[config.mk]
export PLATFORM = sky130hd
export DESIGN_NAME = systolic_feeder_flat
export DESIGN_NICKNAME = d
export VERILOG_FILES = /design/src/rtl/systolic_feeder_if.sv /design/src/rtl/systolic_feeder.sv /design/src/flat_wrapper.sv
export SDC_FILE = /design/constraint.sdc
export NUM_CORES = 2
export LEC_CHECK = 0
export CELL_PAD_IN_SITES_DETAIL_PLACEMENT = 1
export CELL_PAD_IN_SITES_GLOBAL_PLACEMENT = 1
export CORE_MARGIN = 2
export CORE_UTILIZATION = 39
export CTS_BUF_LIST = sky130_fd_sc_hd__clkbuf_8
export DETAILED_ROUTE_END_ITERATION = 12
export PLACE_DENSITY_LB_ADDON = 0.1
export SYNTH_ARGS = -nofsm -noshare
export SYNTH_HDL_FRONTEND = slang
export SYNTH_SLANG_ARGS = --single-unit
[constraint.sdc]
create_clock -name clk -period 6.52 [get_ports clk]
set_clock_uncertainty 0.1 [all_clocks]
set_input_delay 1.304 -clock clk [delete_from_list [all_inputs] [get_ports clk]]
set_output_delay 1.304 -clock clk [all_outputs]
set_load 0.01 [all_outputs]
[src/rtl/systolic_feeder_if.sv]
// Bundle of the feeder's host-load, array-drive and result-stream signals.
// The slave modport is the feeder; the master modport is the host/array side.
interface systolic_feeder_if #(
  parameter int unsigned M          = 5,
  parameter int unsigned N          = 3,
  parameter int unsigned K          = 4,
  parameter int unsigned DATA_WIDTH = 32
);
  localparam int unsigned AddrW = $clog2(M * N > N * K ? M * N : N * K);

  logic                         start;
  logic                         busy;
  logic                         ld_we;
  logic                         ld_sel;
  logic [AddrW-1:0]             ld_addr;
  logic [DATA_WIDTH-1:0]        ld_data;
  logic                         arr_rst_n;
  logic [DATA_WIDTH*M-1:0]      arr_x;
  logic [DATA_WIDTH*K-1:0]      arr_w;
  logic                         arr_done;
  logic [DATA_WIDTH*M*K-1:0]    arr_y;
  logic                         res_valid;
  logic                         res_ready;
  logic [DATA_WIDTH-1:0]        res_data;
  logic                         res_last;

  modport slave (
    input  start, ld_we, ld_sel, ld_addr, ld_data, arr_done, arr_y, res_ready,
    output busy, arr_rst_n, arr_x, arr_w, res_valid, res_data, res_last
  );

  modport master (
    output start, ld_we, ld_sel, ld_addr, ld_data, arr_done, arr_y, res_ready,
    input  busy, arr_rst_n, arr_x, arr_w, res_valid, res_data, res_last
  );
endinterface

[src/rtl/systolic_feeder.sv]
// Host-side controller for systolic_array: buffers A/B, streams them into the array,
// captures Y on done (or watchdog expiry) and returns it as a valid/ready word stream.
module systolic_feeder #(
  parameter int unsigned M          = 5,
  parameter int unsigned N          = 3,
  parameter int unsigned K          = 4,
  parameter int unsigned DATA_WIDTH = 32
) (
  input  logic                clk,
  input  logic                rst_n,
  systolic_feeder_if.slave    bus
);
  localparam int unsigned AddrW   = $clog2(M * N > N * K ? M * N : N * K);
  localparam int unsigned TW      = $clog2(N + 1);
  localparam int unsigned WdLimit = M + N + K + 4;
  localparam int unsigned WdW     = $clog2(WdLimit + 1);
  localparam int unsigned NumRes  = M * K;
  localparam int unsigned IdxW    = (NumRes > 1) ? $clog2(NumRes) : 1;

  typedef enum logic [2:0] {StIdle, StFeed, StDrain, StCapture, StOut} state_e;

  state_e                state_q;
  logic [TW-1:0]         t_q;
  logic [WdW-1:0]        wd_q;
  logic [IdxW-1:0]       idx_q;
  logic [DATA_WIDTH-1:0] a_q   [M*N];
  logic [DATA_WIDTH-1:0] b_q   [N*K];
  logic [DATA_WIDTH-1:0] cap_q [NumRes];

  logic [TW-1:0]           col;
  logic [DATA_WIDTH*M-1:0] x_col;
  logic [DATA_WIDTH*K-1:0] w_col;
  logic [IdxW-1:0]         idx_nxt;
  logic [DATA_WIDTH-1:0]   word_nxt;
  logic                    hs;

  // Column for the next FEED cycle; col==N selects nothing, which zeroes the lanes on entry to DRAIN.
  always_comb begin
    col   = (state_q == StIdle) ? '0 : t_q + TW'(1);
    x_col = '0;
    w_col = '0;
    for (int n = 0; n < int'(N); n++) begin
      if (col == TW'(n)) begin
        for (int m = 0; m < int'(M); m++) begin
          x_col[m*DATA_WIDTH +: DATA_WIDTH] = a_q[m*N+n];
        end
        for (int k = 0; k < int'(K); k++) begin
          w_col[k*DATA_WIDTH +: DATA_WIDTH] = b_q[n*K+k];
        end
      end
    end
  end

  always_comb begin
    idx_nxt  = idx_q + IdxW'(1);
    word_nxt = '0;
    for (int i = 0; i < int'(NumRes); i++) begin
      if (idx_nxt == IdxW'(i)) begin
        word_nxt = cap_q[i];
      end
    end
    hs = bus.res_valid & bus.res_ready;
  end

  always_ff @(posedge clk or negedge rst_n) begin
    if (!rst_n) begin
      state_q       <= StIdle;
      t_q           <= '0;
      wd_q          <= '0;
      idx_q         <= '0;
      bus.busy      <= 1'b0;
      bus.arr_rst_n <= 1'b0;
      bus.arr_x     <= '0;
      bus.arr_w     <= '0;
      bus.res_valid <= 1'b0;
      bus.res_data  <= '0;
      bus.res_last  <= 1'b0;
      for (int i = 0; i < int'(M * N); i++) a_q[i] <= '0;
      for (int i = 0; i < int'(N * K); i++) b_q[i] <= '0;
      for (int i = 0; i < int'(NumRes); i++) cap_q[i] <= '0;
    end else begin
      unique case (state_q)
        StIdle: begin
          // Address compare against every slot drops out-of-range writes for free.
          if (bus.ld_we) begin
            if (!bus.ld_sel) begin
              for (int i = 0; i < int'(M * N); i++) begin
                if (bus.ld_addr == AddrW'(i)) a_q[i] <= bus.ld_data;
              end
            end else begin
              for (int i = 0; i < int'(N * K); i++) begin
                if (bus.ld_addr == AddrW'(i)) b_q[i] <= bus.ld_data;
              end
            end
          end
          if (bus.start) begin
            state_q       <= StFeed;
            t_q           <= '0;
            bus.busy      <= 1'b1;
            bus.arr_rst_n <= 1'b1;
            bus.arr_x     <= x_col;
            bus.arr_w     <= w_col;
          end
        end
        StFeed: begin
          bus.arr_x <= x_col;
          bus.arr_w <= w_col;
          if (t_q == TW'(N - 1)) begin
            state_q <= StDrain;
            wd_q    <= '0;
          end else begin
            t_q <= t_q + TW'(1);
          end
        end
        StDrain: begin
          if (bus.arr_done || (wd_q == WdW'(WdLimit - 1))) begin
            state_q <= StCapture;
          end else begin
            wd_q <= wd_q + WdW'(1);
          end
        end
        StCapture: begin
          for (int i = 0; i < int'(NumRes); i++) begin
            cap_q[i] <= bus.arr_y[i*DATA_WIDTH +: DATA_WIDTH];
          end
          // Word 0 comes straight from arr_y since cap_q is only written at this edge.
          bus.res_valid <= 1'b1;
          bus.res_data  <= bus.arr_y[DATA_WIDTH-1:0];
          bus.res_last  <= (NumRes == 1);
          idx_q         <= '0;
          state_q       <= StOut;
        end
        StOut: begin
          if (hs) begin
            if (bus.res_last) begin
              state_q       <= StIdle;
              bus.busy      <= 1'b0;
              bus.arr_rst_n <= 1'b0;
              bus.res_valid <= 1'b0;
              bus.res_data  <= '0;
              bus.res_last  <= 1'b0;
            end else begin
              idx_q        <= idx_nxt;
              bus.res_data <= word_nxt;
              bus.res_last <= (idx_nxt == IdxW'(NumRes - 1));
            end
          end
        end
        default: state_q <= StIdle;
      endcase
    end
  end
endmodule

[src/flat_wrapper.sv]
// flat-port wrapper written by rule: the top's interface ports become plain ports
module systolic_feeder_flat 
#(
  parameter int unsigned M          = 5,
  parameter int unsigned N          = 3,
  parameter int unsigned K          = 4,
  parameter int unsigned DATA_WIDTH = 32
)
  (clk, rst_n, bus_start, bus_ld_we, bus_ld_sel, bus_ld_addr, bus_ld_data, bus_arr_done, bus_arr_y, bus_res_ready, bus_busy, bus_arr_rst_n, bus_arr_x, bus_arr_w, bus_res_valid, bus_res_data, bus_res_last);
  systolic_feeder_if #(.M(M), .N(N), .K(K), .DATA_WIDTH(DATA_WIDTH)) bus_i ();
  input  logic clk;
  input  logic rst_n;
  input wire logic [$bits(bus_i.start)-1:0] bus_start;
  input wire logic [$bits(bus_i.ld_we)-1:0] bus_ld_we;
  input wire logic [$bits(bus_i.ld_sel)-1:0] bus_ld_sel;
  input wire logic [$bits(bus_i.ld_addr)-1:0] bus_ld_addr;
  input wire logic [$bits(bus_i.ld_data)-1:0] bus_ld_data;
  input wire logic [$bits(bus_i.arr_done)-1:0] bus_arr_done;
  input wire logic [$bits(bus_i.arr_y)-1:0] bus_arr_y;
  input wire logic [$bits(bus_i.res_ready)-1:0] bus_res_ready;
  output wire logic [$bits(bus_i.busy)-1:0] bus_busy;
  output wire logic [$bits(bus_i.arr_rst_n)-1:0] bus_arr_rst_n;
  output wire logic [$bits(bus_i.arr_x)-1:0] bus_arr_x;
  output wire logic [$bits(bus_i.arr_w)-1:0] bus_arr_w;
  output wire logic [$bits(bus_i.res_valid)-1:0] bus_res_valid;
  output wire logic [$bits(bus_i.res_data)-1:0] bus_res_data;
  output wire logic [$bits(bus_i.res_last)-1:0] bus_res_last;
  assign bus_i.start = bus_start;
  assign bus_i.ld_we = bus_ld_we;
  assign bus_i.ld_sel = bus_ld_sel;
  assign bus_i.ld_addr = bus_ld_addr;
  assign bus_i.ld_data = bus_ld_data;
  assign bus_i.arr_done = bus_arr_done;
  assign bus_i.arr_y = bus_arr_y;
  assign bus_i.res_ready = bus_res_ready;
  assign bus_busy = bus_i.busy;
  assign bus_arr_rst_n = bus_i.arr_rst_n;
  assign bus_arr_x = bus_i.arr_x;
  assign bus_arr_w = bus_i.arr_w;
  assign bus_res_valid = bus_i.res_valid;
  assign bus_res_data = bus_i.res_data;
  assign bus_res_last = bus_i.res_last;
  systolic_feeder #(.M(M), .N(N), .K(K), .DATA_WIDTH(DATA_WIDTH)) u_core (.clk(clk), .rst_n(rst_n), .bus(bus_i));
endmodule
==> flow_summary.rst <==
.. list-table::
   :header-rows: 1

   * - Metric
     - Value
   * - Outcome
     - finished with violations
   * - Violated checks
     - hold timing
   * - Setup CP Type
     - flip-flop to flip-flop
   * - Number of buffers inserted to repair setup after CTS
     - 0
   * - Per-cell via count in the routed design
     - 5.80
   * - Cell total after placement
     - 11.5k
   * - Total DRC errors in the routed layout
     - 0
   * - Die area
     - 215,000 um2
   * - Count of nets left with antenna violations after detail routing
     - 0
   * - Leak pwr
     - 46.8 nW
   * - Number of global-route vias before repair
     - 72.9k
   * - Clock tree from TritonCTS
     - built
   * - Die extent in x
     - 464 um
   * - Post-synthesis instance area
     - 82,400 um2
   * - Overall routed net length
     - 371,000 um
   * - DP Worst Slack
     - 1.45 ns
   * - Post-Synthesis Mean Instance Area
     - 10.0 um2
   * - Sequential cell area
     - 46,100 um2
   * - Starting Density
     - 39.3%
   * - Cell Pwr Density
     - 459 nW/um2
   * - Cell at the root of the clock tree
     - sky130_fd_sc_hd__clkbuf_8
   * - Mean routed wirelength per cell
     - 30.7 um
   * - P&R area growth vs syn
     - 23.2%
   * - Number of standard cells in the final layout excluding fillers
     - 12.1k
   * - Largest fanout of any net on the critical path
     - 44
   * - Chip Height
     - 464 um
   * - First-pass DRT Iterations
     - 10
   * - Maximum number of pins on one net before global-route repair
     - 215
   * - RSZ-0062 raised after global routing
     - no
   * - Total of max-cap violations
     - 0
   * - Global routing usage summed across all routing layers
     - 33.8%
   * - Commonest register cell after synthesis
     - sky130_fd_sc_hd__dfrtp_1
   * - Area inside the core boundary
     - 210,000 um2
   * - Transition time of the tightest slew-check pin
     - 1.31 ns
   * - Final critical path time including I/O delays and setup
     - 5.38 ns
   * - Number of flops mapped to enable cells by yosys
     - 0
   * - Antenna violations before repair
     - 36
   * - Tightest hold margin
     - -0.0212 ns
   * - Fin nets
     - 9,750
   * - CTS sink cnt
     - 1,842
   * - Maximum vdd drop
     - 0.488 mV
   * - Post-Syn Nets
     - 8,923
   * - Number of buffer cells added on primary ports
     - 1,006
   * - Launching element type of the critical path
     - flip-flop
   * - Final number of setup-violating endpoints
     - 0
   * - Max Freq
     - 186 MHz
   * - Number of vias after detailed routing
     - 70.2k
   * - Worst slew slack as a fraction of its limit
     - 12.1%
   * - Endpoints failing hold
     - 2
   * - Flop2flop setup slack
     - 1.14 ns
   * - Maximum level of the CTS H-tree
     - 5
   * - CP arrival
     - 6.27 ns
   * - Setup TNS Final
     - 0 ns
   * - Post-cts gate resize count
     - 0
   * - Number of max-slew violations in the final report
     - 0
   * - Num CTS Buffers
     - 343
   * - Synth Warn #
     - 0
   * - Worst Path Required
     - 7.41 ns
   * - Final cycle utilization of the critical path
     - 82.5%
   * - DPL Wire Length
     - 258,000 um
   * - Max clock buf depth
     - 4
   * - Layout filler cell count
     - 23.3k
   * - First-pass GRT wire length
     - 530,000 um
   * - Seq/Total Area, Yosys
     - 56.0%
   * - Yosys cell types
     - 94
   * - Post-CTS Hold Fix Bufs
     - 0
   * - Total overflow reported by the global router
     - 0
   * - I/O pin total
     - 1,007
   * - Proportion of register bits with asynchronous set or reset after synthesis
     - 100%
   * - Share of layout cells above drive strength 1
     - 16.8%
   * - Endpoint class of the critical path
     - flip-flop
   * - Yosys reg bits
     - 1,842
   * - Clock network latency to the later pin of the worst-skew pair
     - 1.08 ns
   * - Class of the most critical hold timing path
     - input port to asynchronous set/reset pin
   * - Total number of placement rows
     - 168
   * - First DRT Iteration DRCs
     - 7,436
   * - Final Total Pwr
     - 46.5 mW
   * - Footprint of the multi-input gates
     - 33,800 um2
   * - Global placer's final weighted congestion
     - 0.965
   * - Clock transition at the register clock pins on the worst setup and hold paths after CTS
     - 0.06 ns
   * - Post-route worst setup slack
     - 1.14 ns
   * - Syn Inst Count
     - 8,232
[worst max-delay path: stages (launching register included)]
cell,delay (ns)
sky130_fd_sc_hd__dfrtp_1,0.63
sky130_fd_sc_hd__inv_1,0.19
sky130_fd_sc_hd__ha_4,0.29
sky130_fd_sc_hd__buf_4,0.33
sky130_fd_sc_hd__nor2b_2,0.89
sky130_fd_sc_hd__a221oi_1,0.29
sky130_fd_sc_hd__a2111oi_0,0.57
sky130_fd_sc_hd__o221ai_1,0.35
sky130_fd_sc_hd__a211oi_1,1.00
sky130_fd_sc_hd__o21ai_0,0.47
sky130_fd_sc_hd__o211ai_1,0.22
[power breakdown]
group	internal (mW)	switching, mW
clock	5.88	4.98
combinational	5.68	10.9
sequential	15.5	3.60
[metrics by stage]
| stage | area [um2] | util, % | hold slack [ns] |
|---|---|---|---|
| 4_1_cts | 101000 | 48.3 | 0.0874 |
| 3_5_place_dp | 95000 | 45.3 | 0.361 |
| 3_3_place_gp | 95000 | 45.3 | 0.356 |
| 5_1_grt | 101000 | 48.4 | 0.00721 |
| 2_1_floorplan | 82400 | - | 0.337 |
| 6_report | 101000 | 48.4 | -0.0212 |
[synthesized netlist by cell type, types with 18 or more instances]
cell                       count  area, um2
sky130_fd_sc_hd__nand2_1    2858      10700
sky130_fd_sc_hd__dfrtp_1    1842      46100
sky130_fd_sc_hd__mux2_2      856       9640
sky130_fd_sc_hd__o21ai_0     699       3500
sky130_fd_sc_hd__clkbuf_1    536       2010
sky130_fd_sc_hd__a222oi_1    291       2910
sky130_fd_sc_hd__nor2_1      123        462
sky130_fd_sc_hd__a21oi_1      93        465
sky130_fd_sc_hd__buf_1        77        289
sky130_fd_sc_hd__o211ai_1     68        510
sky130_fd_sc_hd__buf_2        60        300
sky130_fd_sc_hd__a221oi_1     55        482
sky130_fd_sc_hd__nor3_1       52        260
sky130_fd_sc_hd__nand3_1      46        230
sky130_fd_sc_hd__o22ai_1      46        288
sky130_fd_sc_hd__inv_1        40        150
sky130_fd_sc_hd__a22oi_1      30        225
sky130_fd_sc_hd__o221ai_1     28        245
sky130_fd_sc_hd__a221o_1      27        270
sky130_fd_sc_hd__and3_1       25        156
sky130_fd_sc_hd__a31oi_1      21        131
sky130_fd_sc_hd__a32oi_1      21        184
sky130_fd_sc_hd__a211oi_1     18        135
[sequential cells by signal, indices dropped and copies added, names as in the netlist]
name                  cells
u_core.cap_q            640
u_core.a_q              480
u_core.b_q              384
u_core.bus.arr_x        160
u_core.bus.arr_w        128
u_core.bus.res_data      32
u_core.idx_q              5
u_core.wd_q               5
u_core.state_q            3
u_core.t_q                2
u_core.bus.busy           1
u_core.bus.res_last       1
u_core.bus.res_valid      1
[final timing paths]
check	start	cells after the start	end
worst max-delay path	u_core.idx_q[0]$_DFFE_PN0P_	10	u_core.bus.res_data[1]$_DFFE_PN0P_
worst min-delay path	rst_n	1	u_core.bus.arr_x[110]$_DFFE_PN0P_
worst max register to register	u_core.idx_q[0]$_DFFE_PN0P_	10	u_core.bus.res_data[1]$_DFFE_PN0P_
worst min register to register	u_core.cap_q[97]$_DFFE_PN0P_	2	u_core.cap_q[97]$_DFFE_PN0P_
max in group asynchronous	rst_n	3	u_core.a_q[363]$_DFFE_PN0P_
min in group clk	u_core.cap_q[97]$_DFFE_PN0P_	2	u_core.cap_q[97]$_DFFE_PN0P_
[kinds of logic (layout without fill, tap and decap cells)]
logic type / count (synthesis) / count (layout) / share of synthesized area, %
AOI/OAI and AO/OA: 1573 / 1573 / 13.3
xor gates and xnor gates: 5 / 5 / 0.0851
adders and majority gates: 8 / 8 / 0.122
buffers and inverters: 719 / 1760 / 3.39
DFF: 1842 / 1842 / 56.0
muxes: 869 / 869 / 11.9
other: 0 / 29 / 0
and+or+nand+nor: 3216 / 3216 / 15.3
[cell usage in the layout (no fill, tap or decap), types with 21 or more instances in the layout]
cell,n
sky130_fd_sc_hd__a221oi_1,51
sky130_fd_sc_hd__inv_1,153
sky130_fd_sc_hd__o21ai_0,698
sky130_fd_sc_hd__mux2_2,856
sky130_fd_sc_hd__a221o_1,27
sky130_fd_sc_hd__nand2_1,2857
sky130_fd_sc_hd__o22ai_1,46
sky130_fd_sc_hd__clkdlybuf4s50_1,987
sky130_fd_sc_hd__o211ai_1,68
sky130_fd_sc_hd__clkinv_2,28
sky130_fd_sc_hd__a22oi_1,30
sky130_fd_sc_hd__nor3_1,50
sky130_fd_sc_hd__clkbuf_8,412
sky130_fd_sc_hd__nor2_1,107
sky130_fd_sc_hd__nand3_1,46
sky130_fd_sc_hd__buf_4,129
sky130_fd_sc_hd__a32oi_1,21
sky130_fd_sc_hd__buf_12,24
sky130_fd_sc_hd__a222oi_1,291
sky130_fd_sc_hd__and3_1,23
sky130_fd_sc_hd__a21oi_1,91
sky130_fd_sc_hd__diode_2,29
sky130_fd_sc_hd__o221ai_1,28
sky130_fd_sc_hd__dfrtp_1,1841
[layer usage]
layer | GRT usage (%) | wire length (um) | vias to the layer above
li1 | - | - | 30300
met2 | 53.8 | 175000 | 2796
met4 | 21.5 | 25700 | 10
met1 | 42.5 | 148000 | 36400
met3 | 5.73 | 22700 | 718
met5 | 0 | 55 | -
[layout make-up]
type / count / area share, %
multi-input combinational: 5671 / 33.3
inverter: 42 / 0.155
antenna: 29 / 0.0715
timing repair buffer: 1159 / 11.3
clock inverter: 147 / 0.734
tap: 2805 / 3.46
sequential: 1842 / 45.4
clock buffer: 412 / 5.59
(Power assumes the default switching activity.)
